$ cat src/rtl/window_pkg.sv
// Shared types for the window pipeline: FSM states, sample type, index-width helper.
// Ping-pong buffering in window_serializer is enabled by defining WINDOW_SER_PINGPONG_EN.
package window_pkg;

   typedef enum logic {
      IDLE   = 1'b0,
      STREAM = 1'b1
   } state_t;

   localparam int unsigned SAMPLE_W = 16;
   typedef logic [SAMPLE_W-1:0] sample_t;

   // Keeps index ports at least one bit wide even for tiny windows.
   function automatic int unsigned idx_width(input int unsigned n);
      return (n <= 2) ? 1 : $clog2(n);
   endfunction

endpackage

$ cat src/rtl/window_bank.sv
// One WINDOW_SIZE-deep sample register bank with parallel load and indexed read.
// Instantiated twice by window_serializer when WINDOW_SER_PINGPONG_EN is defined.
module window_bank
   import window_pkg::*;
#(
   parameter int unsigned DATA_W      = 16,
   parameter int unsigned WINDOW_SIZE = 32,
   localparam int unsigned IDX_W      = idx_width(WINDOW_SIZE)
) (
   input  logic              clk,
   input  logic              rst,
   input  logic              load_i,
   input  logic [DATA_W-1:0] data_i [0:WINDOW_SIZE-1],
   input  logic [IDX_W-1:0]  rd_idx_i,
   output logic [DATA_W-1:0] rd_data_o
);

   logic [DATA_W-1:0] mem_q [0:WINDOW_SIZE-1];

   always_ff @(posedge clk) begin
      if (rst) begin
         for (int unsigned i = 0; i < WINDOW_SIZE; i++) mem_q[i] <= '0;
      end else if (load_i) begin
         for (int unsigned i = 0; i < WINDOW_SIZE; i++) mem_q[i] <= data_i[i];
      end
   end

   assign rd_data_o = mem_q[rd_idx_i];

endmodule

$ cat src/rtl/window_serializer.sv
// Parallel window in, one sample per accepted beat out, oldest sample first.
// Define WINDOW_SER_PINGPONG_EN for two banks and zero-bubble window switching.
module window_serializer
   import window_pkg::*;
#(
   parameter int unsigned DATA_W      = 16,
   parameter int unsigned WINDOW_SIZE = 32,
   localparam int unsigned IDX_W      = idx_width(WINDOW_SIZE)
) (
   input  logic              clk,
   input  logic              rst,
   input  logic              win_valid,
   output logic              win_ready,
   input  logic [DATA_W-1:0] win_data [0:WINDOW_SIZE-1],
   output logic              out_valid,
   input  logic              out_ready,
   output logic [DATA_W-1:0] out_data,
   output logic [IDX_W-1:0]  out_index,
   output logic              out_last,
   output logic              busy
);

   localparam logic [IDX_W-1:0] LAST_IDX = IDX_W'(WINDOW_SIZE - 1);

   state_t             state_q;
   logic [IDX_W-1:0]   rd_ptr_q;
   logic               out_last_q;
   logic               busy_q;

`ifdef WINDOW_SER_PINGPONG_EN
   logic               act_q, act_d;
   logic [1:0]         full_q, full_d;
   logic [IDX_W-1:0]   rd_ptr_d;
   logic               fire, last_fire, load, tgt, swap, valid_d;
   logic [DATA_W-1:0]  rd_data0, rd_data1;

   assign fire      = (state_q == STREAM) && out_ready;
   assign last_fire = fire && out_last_q;
   assign win_ready = !full_q[~act_q] || last_fire;
   assign load      = win_valid && win_ready;
   // Spare bank takes the load only while the active one is still streaming;
   // otherwise the active slot is free (idle, or draining its last beat now).
   assign tgt       = (full_q[act_q] && !full_q[~act_q]) ? ~act_q : act_q;
   assign swap      = full_q[~act_q] || (load && (tgt != act_q));

   always_comb begin
      full_d   = full_q;
      act_d    = act_q;
      rd_ptr_d = rd_ptr_q;
      if (last_fire) begin
         full_d[act_q] = 1'b0;
         rd_ptr_d      = '0;
         if (swap) act_d = ~act_q;
      end else if (fire) begin
         rd_ptr_d = rd_ptr_q + 1'b1;
      end
      if (load) full_d[tgt] = 1'b1;
      valid_d = full_d[act_d];
   end

   always_ff @(posedge clk) begin
      if (rst) begin
         state_q    <= IDLE;
         rd_ptr_q   <= '0;
         act_q      <= 1'b0;
         full_q     <= '0;
         out_last_q <= 1'b0;
         busy_q     <= 1'b0;
      end else begin
         state_q    <= valid_d ? STREAM : IDLE;
         rd_ptr_q   <= rd_ptr_d;
         act_q      <= act_d;
         full_q     <= full_d;
         out_last_q <= valid_d && (rd_ptr_d == LAST_IDX);
         busy_q     <= |full_d;
      end
   end

   window_bank #(.DATA_W(DATA_W), .WINDOW_SIZE(WINDOW_SIZE)) u_bank0 (
      .clk       (clk),
      .rst       (rst),
      .load_i    (load && (tgt == 1'b0)),
      .data_i    (win_data),
      .rd_idx_i  (rd_ptr_q),
      .rd_data_o (rd_data0)
   );

   window_bank #(.DATA_W(DATA_W), .WINDOW_SIZE(WINDOW_SIZE)) u_bank1 (
      .clk       (clk),
      .rst       (rst),
      .load_i    (load && (tgt == 1'b1)),
      .data_i    (win_data),
      .rd_idx_i  (rd_ptr_q),
      .rd_data_o (rd_data1)
   );

   assign out_data = act_q ? rd_data1 : rd_data0;
`else
   localparam logic [IDX_W-1:0] PENULT_IDX = IDX_W'(WINDOW_SIZE - 2);

   logic load;

   assign win_ready = (state_q == IDLE);
   assign load      = win_ready && win_valid;

   always_ff @(posedge clk) begin
      if (rst) begin
         state_q    <= IDLE;
         rd_ptr_q   <= '0;
         out_last_q <= 1'b0;
         busy_q     <= 1'b0;
      end else begin
         case (state_q)
            IDLE: begin
               if (win_valid) begin
                  state_q    <= STREAM;
                  rd_ptr_q   <= '0;
                  out_last_q <= 1'b0;
                  busy_q     <= 1'b1;
               end
            end
            STREAM: begin
               if (out_ready) begin
                  if (rd_ptr_q == LAST_IDX) begin
                     state_q    <= IDLE;
                     rd_ptr_q   <= '0;
                     out_last_q <= 1'b0;
                     busy_q     <= 1'b0;
                  end else begin
                     rd_ptr_q   <= rd_ptr_q + 1'b1;
                     out_last_q <= (rd_ptr_q == PENULT_IDX);
                  end
               end
            end
            default: state_q <= IDLE;
         endcase
      end
   end

   window_bank #(.DATA_W(DATA_W), .WINDOW_SIZE(WINDOW_SIZE)) u_bank0 (
      .clk       (clk),
      .rst       (rst),
      .load_i    (load),
      .data_i    (win_data),
      .rd_idx_i  (rd_ptr_q),
      .rd_data_o (out_data)
   );
`endif

   assign out_valid = (state_q == STREAM);
   assign out_index = rd_ptr_q;
   assign out_last  = out_last_q;
   assign busy      = busy_q;

endmodule
$ cat config.mk
export PLATFORM = sky130hd
export DESIGN_NAME = window_serializer
export DESIGN_NICKNAME = d
export VERILOG_FILES = /design/src/rtl/window_pkg.sv /design/src/rtl/window_bank.sv /design/src/rtl/window_serializer.sv
export SDC_FILE = /design/constraint.sdc
export NUM_CORES = 1
export LEC_CHECK = 0
export BUFFER_PORTS_ARGS = -buffer_cell sky130_fd_sc_hd__buf_2
export CORE_UTILIZATION = 33
export CTS_BUF_LIST = sky130_fd_sc_hd__clkbuf_2 sky130_fd_sc_hd__clkbuf_4 sky130_fd_sc_hd__clkbuf_8
export DETAILED_ROUTE_END_ITERATION = 7
export SLEW_MARGIN = 20
export SYNTH_ARGS = -nofsm -noshare
export SYNTH_HDL_FRONTEND = slang
export SYNTH_HIERARCHICAL = 1
export SYNTH_SLANG_ARGS = --single-unit
$ cat constraint.sdc
create_clock -name clk -period 12.4 [get_ports clk]
set_input_delay 3.72 -clock clk [delete_from_list [all_inputs] [get_ports clk]]
set_output_delay 3.72 -clock clk [all_outputs]
set_load 0.05 [all_outputs]
; Yosys cells after proc, flatten, opt, wreduce, memory -nomap -nowiden
; Memory sizes are Yosys's and may differ from the RTL's. A register that Yosys moved wholly into a read port is not among the register bits.
; Index checks and enable logic that the tools add are counted.
; W data, S select, Z words.
[word_totals]
elab_cells = 102
output_inout_bits = 25
input_bits = 516
register_bits = 8
n_memories = 1
ramBits = 512
[classes]
n_eq_ne = 5
addsub = 1
muxes = 55
n_reduce_logical = 3
bitwise = 33
[memory_table]
columns = memory, words, word_bits, rd, rd_ports_with_merged_regs, write_ports, line
row1 = u_bank0.mem_q, 32, 16, 1, 1, 32, window_bank.sv:18  ; logic [DATA_W-1:0] mem_q [0:WINDOW_SIZE-1];
[op_table]
columns = cell, n
row1 = $mux W16, 32
row2 = $or A1 B1 Y1, 32
row3 = $mux W5, 5
row4 = $mux W1, 14
row5 = $eq A5 B5 Y1 const B, 2
row6 = $pmux W5 S2, 1
row7 = $pmux W1 S2, 3
row8 = $add A5 B1 Y5 const B, 1
row9 = $ne A2 B2 Y1 const B, 2
row10 = $reduce_and A3 Y1, 1
row11 = $ne A2 B1 Y1 const B, 1
row12 = $reduce_and A2 Y1, 1
row13 = $logic_and A1 B1 Y1, 1
row14 = $not A1 Y1, 1

; Longest topological paths before layout
[logic_depth]
word_depth = 6
depth_mapped = 8

; Modules after synthesis
; Netlist, hierarchy kept.
[modules_own_cells]
columns = mod, area_each_um2, seq_area_each_um2, instances, cells_each
row1 = window_bank, 23440.0, 15374.7, 1, 1652
row2 = window_serializer, 394.1, 160.2, 1, 45

; Worst setup path before layout
; No wires, ideal clock.
[synth_path]
path_type = in2reg
start = input port rst
end = memory u_bank0.mem_q[0][0], enable pin
required_time_ns = 11.733
arrival_time_ns = 10.586
path_slack_ns = 1.148
path_stages = 4
cell_sequence = buf_2 > buf_1 > clkbuf_1 > or2_2
[synth_rtl]
columns = element, line
row1 = start: declaration, window_serializer.sv:11  ; input logic rst,
row2 = end: declaration, window_bank.sv:18

==> results.yml <==
route:
  wl_per_cell_um: 23.2
  drt-initial-drc-count: 1083
  avgViaCountPerCell: 4.83
  ant_nets: 0
  vias: 15649
  first_pass_iters: 7
  wl_um: 75400
  route.detailed.drc: 0
min_path:
  hold_path.class: "flip-flop to flip-flop"
cts:
  clk-insertion-delay-late_ps: 690
  root_buffer: "clkbuf_8"
  ctsResizeCount: 0
  cts.path.max_buffers: 3
  post_cts_buffers: 0
  cts_buffers: 90
  clkTransAtPathRegs_ps: 60
  cts_sinks: 520
  h-tree-depth: 3
  ctsHoldBuffers: 0
  cts_tree: "built"
sta:
  slew_headroom: 0.292
  post-route-period-util: 0.617
  clock.fmax_mhz: 131
  finalMaxSlewViolations: 0
  tns_ps: 0
  setup_viol: 0
  hold_violations: 0
  rsz0062_at_grt: "false"
  tightest_slew_ps: 1060
  setup_ws_ps: 4750
  fin_crit_ps: 7650
  clock_skew_ps: 28.5
floorplanning:
  die_area_um2: 73300
  rows: 98
  core_um2: 71500
  die_h_um: 271
  start_util: 0.333
  die_x_um: 271
  io_pins: 541
setup_path:
  crit_type: "flip-flop to primary output"
  worst_setup_path_end_kind: "primary output"
  critPathLaunchType: "flip-flop"
  crit_start: "out_index[0]$_SDFFE_PP0P_"
  cp.required_ps: 8680
  cp.arrival_ps: 3930
  r2r_slack_ps: 9140
  timing.rr.end: "u_bank0/mem_q[18][2]$_SDFFCE_PP0P_"
  r2r_cells: 5
  r2r-start: "out_valid$_SDFF_PP0_"
  crit_fanout: 46
  endpoint: "out_data[10]"
placed_design:
  dp_hpwl_um: 53400
  dp_slack_ps: 5030
  gp_congestion: 0.903
  io_buffers: 540
job:
  maxCapViolCount: 0
power_and_ir_drop:
  ir_drop_mv: 0.0537
  p_total_mw: 4.06
  cellPowerDensity_nw_per_um2: 140
  cellLeakagePower_nw: 11.0
synth:
  synth_area_per_cell_um2: 14.0
  syn_area_um2: 23800
  synth-edff-count: 512
  synthFlopType: "edfxtp_1"
  ys_types: 37
  yosysTopAreaCell: "edfxtp_1"
  synth.area.top_cells: "edfxtp_1 65%, mux2i_1 11%, and2_1 7.6%, nor2b_1 6.0%, a22oi_1 2.0%"
  ys_seq_elements: 520
  synth_warnings: 6
  syn_inst: 1697
  synth_nets: 2216
  ys_seq_area_frac: 0.652
  synth_top_cell_area_share: 0.645
  async_reset_ff_frac: 0
global_routing:
  grt_pass1_vias: 16109
  antenna_found_initial: 13
  grt-ovfl-total: 0
  grt_usage: 0.201
  grt_pass1_wl_um: 107000
  grt_max_degree: 275
layout:
  multiInputGateArea_um2: 7550
  final_nets: 2739
  syn2layout_area_growth_pct: 21.5
  drive_above_1_share: 0.307
  fill_cells: 6761
  regArea_um2: 15500
run_status:
  status: "finished clean"
## layout make-up
type                    instances  share of cell area
well taps                     950              0.0410
inverters                       3            0.000389
clock buffers                 118              0.0500
diodes                          9            0.000778
multi-input cells            1050               0.261
repair buffers                555               0.101
flip-flops and latches        520               0.536
clock inverters                37             0.00968
## how the worst min path moves through the flow
stage,end,slack (ps),cells past startpoint,start
after floorplan,out_last$_SDFFE_PP0P_,690,2,out_last$_SDFFE_PP0P_
after global placement,out_last$_SDFFE_PP0P_,460,2,out_last$_SDFFE_PP0P_
after detailed placement,out_last$_SDFFE_PP0P_,470,2,out_last$_SDFFE_PP0P_
after CTS,out_last$_SDFFE_PP0P_,470,2,out_last$_SDFFE_PP0P_
after global routing,out_last$_SDFFE_PP0P_,490,2,out_last$_SDFFE_PP0P_
final,out_last$_SDFFE_PP0P_,470,2,out_last$_SDFFE_PP0P_
## worst max-delay path, stage by stage, from the launching register on
cell and delay (ps):
dfxtp_1 540, nor2b_4 580, buf_4 630, a22oi_1 220, a31oi_1 730, nand3_1 190
buf_2 280
## synth_stat cells (2+ instances only)
master,number
a211oi_1,2
a21oi_1,35
a22o_1,32
a22oi_1,64
a31oi_1,17
and2_1,289
buf_12,5
buf_2,23
buf_4,19
buf_6,7
buf_8,6
clkbuf_1,62
dfxtp_1,8
edfxtp_1,512
ha_1,3
inv_1,3
mux2i_1,257
nand2_1,35
nand2b_1,3
nand3_1,33
nand4_1,18
nor2_1,5
nor2b_1,227
nor3_1,17
o21ai_0,2
or2_2,2
## layer usage
| layer | track usage | part of all wire |
|---|---|---|
| met2 | 0.349 | 0.50 |
| met3 | 0.0462 | 0.075 |
| met1 | 0.248 | 0.40 |
| met5 | 0 | 0.00072 |
| met4 | 0.0601 | 0.024 |
## registers in the layout, summed over array words and instances, names as in the netlist
register	count
busy	1
out_last	1
out_valid	1
out_index	5
u_bank0/mem_q	512
## layout by cell type, fill, tap and decap left out, types with 2 or more instances in the layout
master	instances
buf_2	539
edfxtp_1	512
and2_1	288
mux2i_1	257
nor2b_1	224
clkbuf_8	91
a22oi_1	64
nand2_1	35
a21oi_1	35
nand3_1	33
a22o_1	32
clkbuf_4	28
clkinv_1	19
nand4_1	18
a31oi_1	17
nor3_1	17
diode_2	9
clkinv_2	8
buf_4	8
dfxtp_1	7
nor2_1	5
buf_12	5
inv_1	3
nand2b_1	3
ha_1	3
bufinv_16	3
nor2b_4	3
a211oi_1	2
o21ai_0	2
clkinv_8	2
inv_8	2
clkinvlp_4	2
buf_16	2
## cell families (layout without fill, tap and decap cells)
| family | count (synthesis) | after routing | synth area share |
|---|---|---|---|
| other | 0 | 9 | 0 |
| multiplexers | 257 | 257 | 0.108 |
| AO/OA/AOI/OAI | 154 | 154 | 0.0455 |
| buffers and inverters | 127 | 713 | 0.0327 |
| flip-flops | 520 | 520 | 0.652 |
| AND/OR/NAND/NOR | 636 | 636 | 0.160 |
| adder cells (fa/ha/maj) | 3 | 3 | 0.00158 |
## stage by stage
stage	util	cell area [um2]	cells	hold WS (ps)
after global placement	0.380	27200	3076	458
final	0.405	29000	3242	474
after global routing	0.405	28900	3234	493
after floorplan	-	23800	1697	688
after CTS	0.404	28900	3231	474
after detailed placement	0.380	27200	3076	467
## where the power goes
part / leakage, nW / switching (mW) / total [mW] / internal (mW)
logic: 4.58 / 0.239 / 0.394 / 0.154
clock network: 0.910 / 0.710 / 1.54 / 0.826
registers: 5.55 / 0.0417 / 2.13 / 2.08
Note: power is estimated with default switching activity, not from simulation.
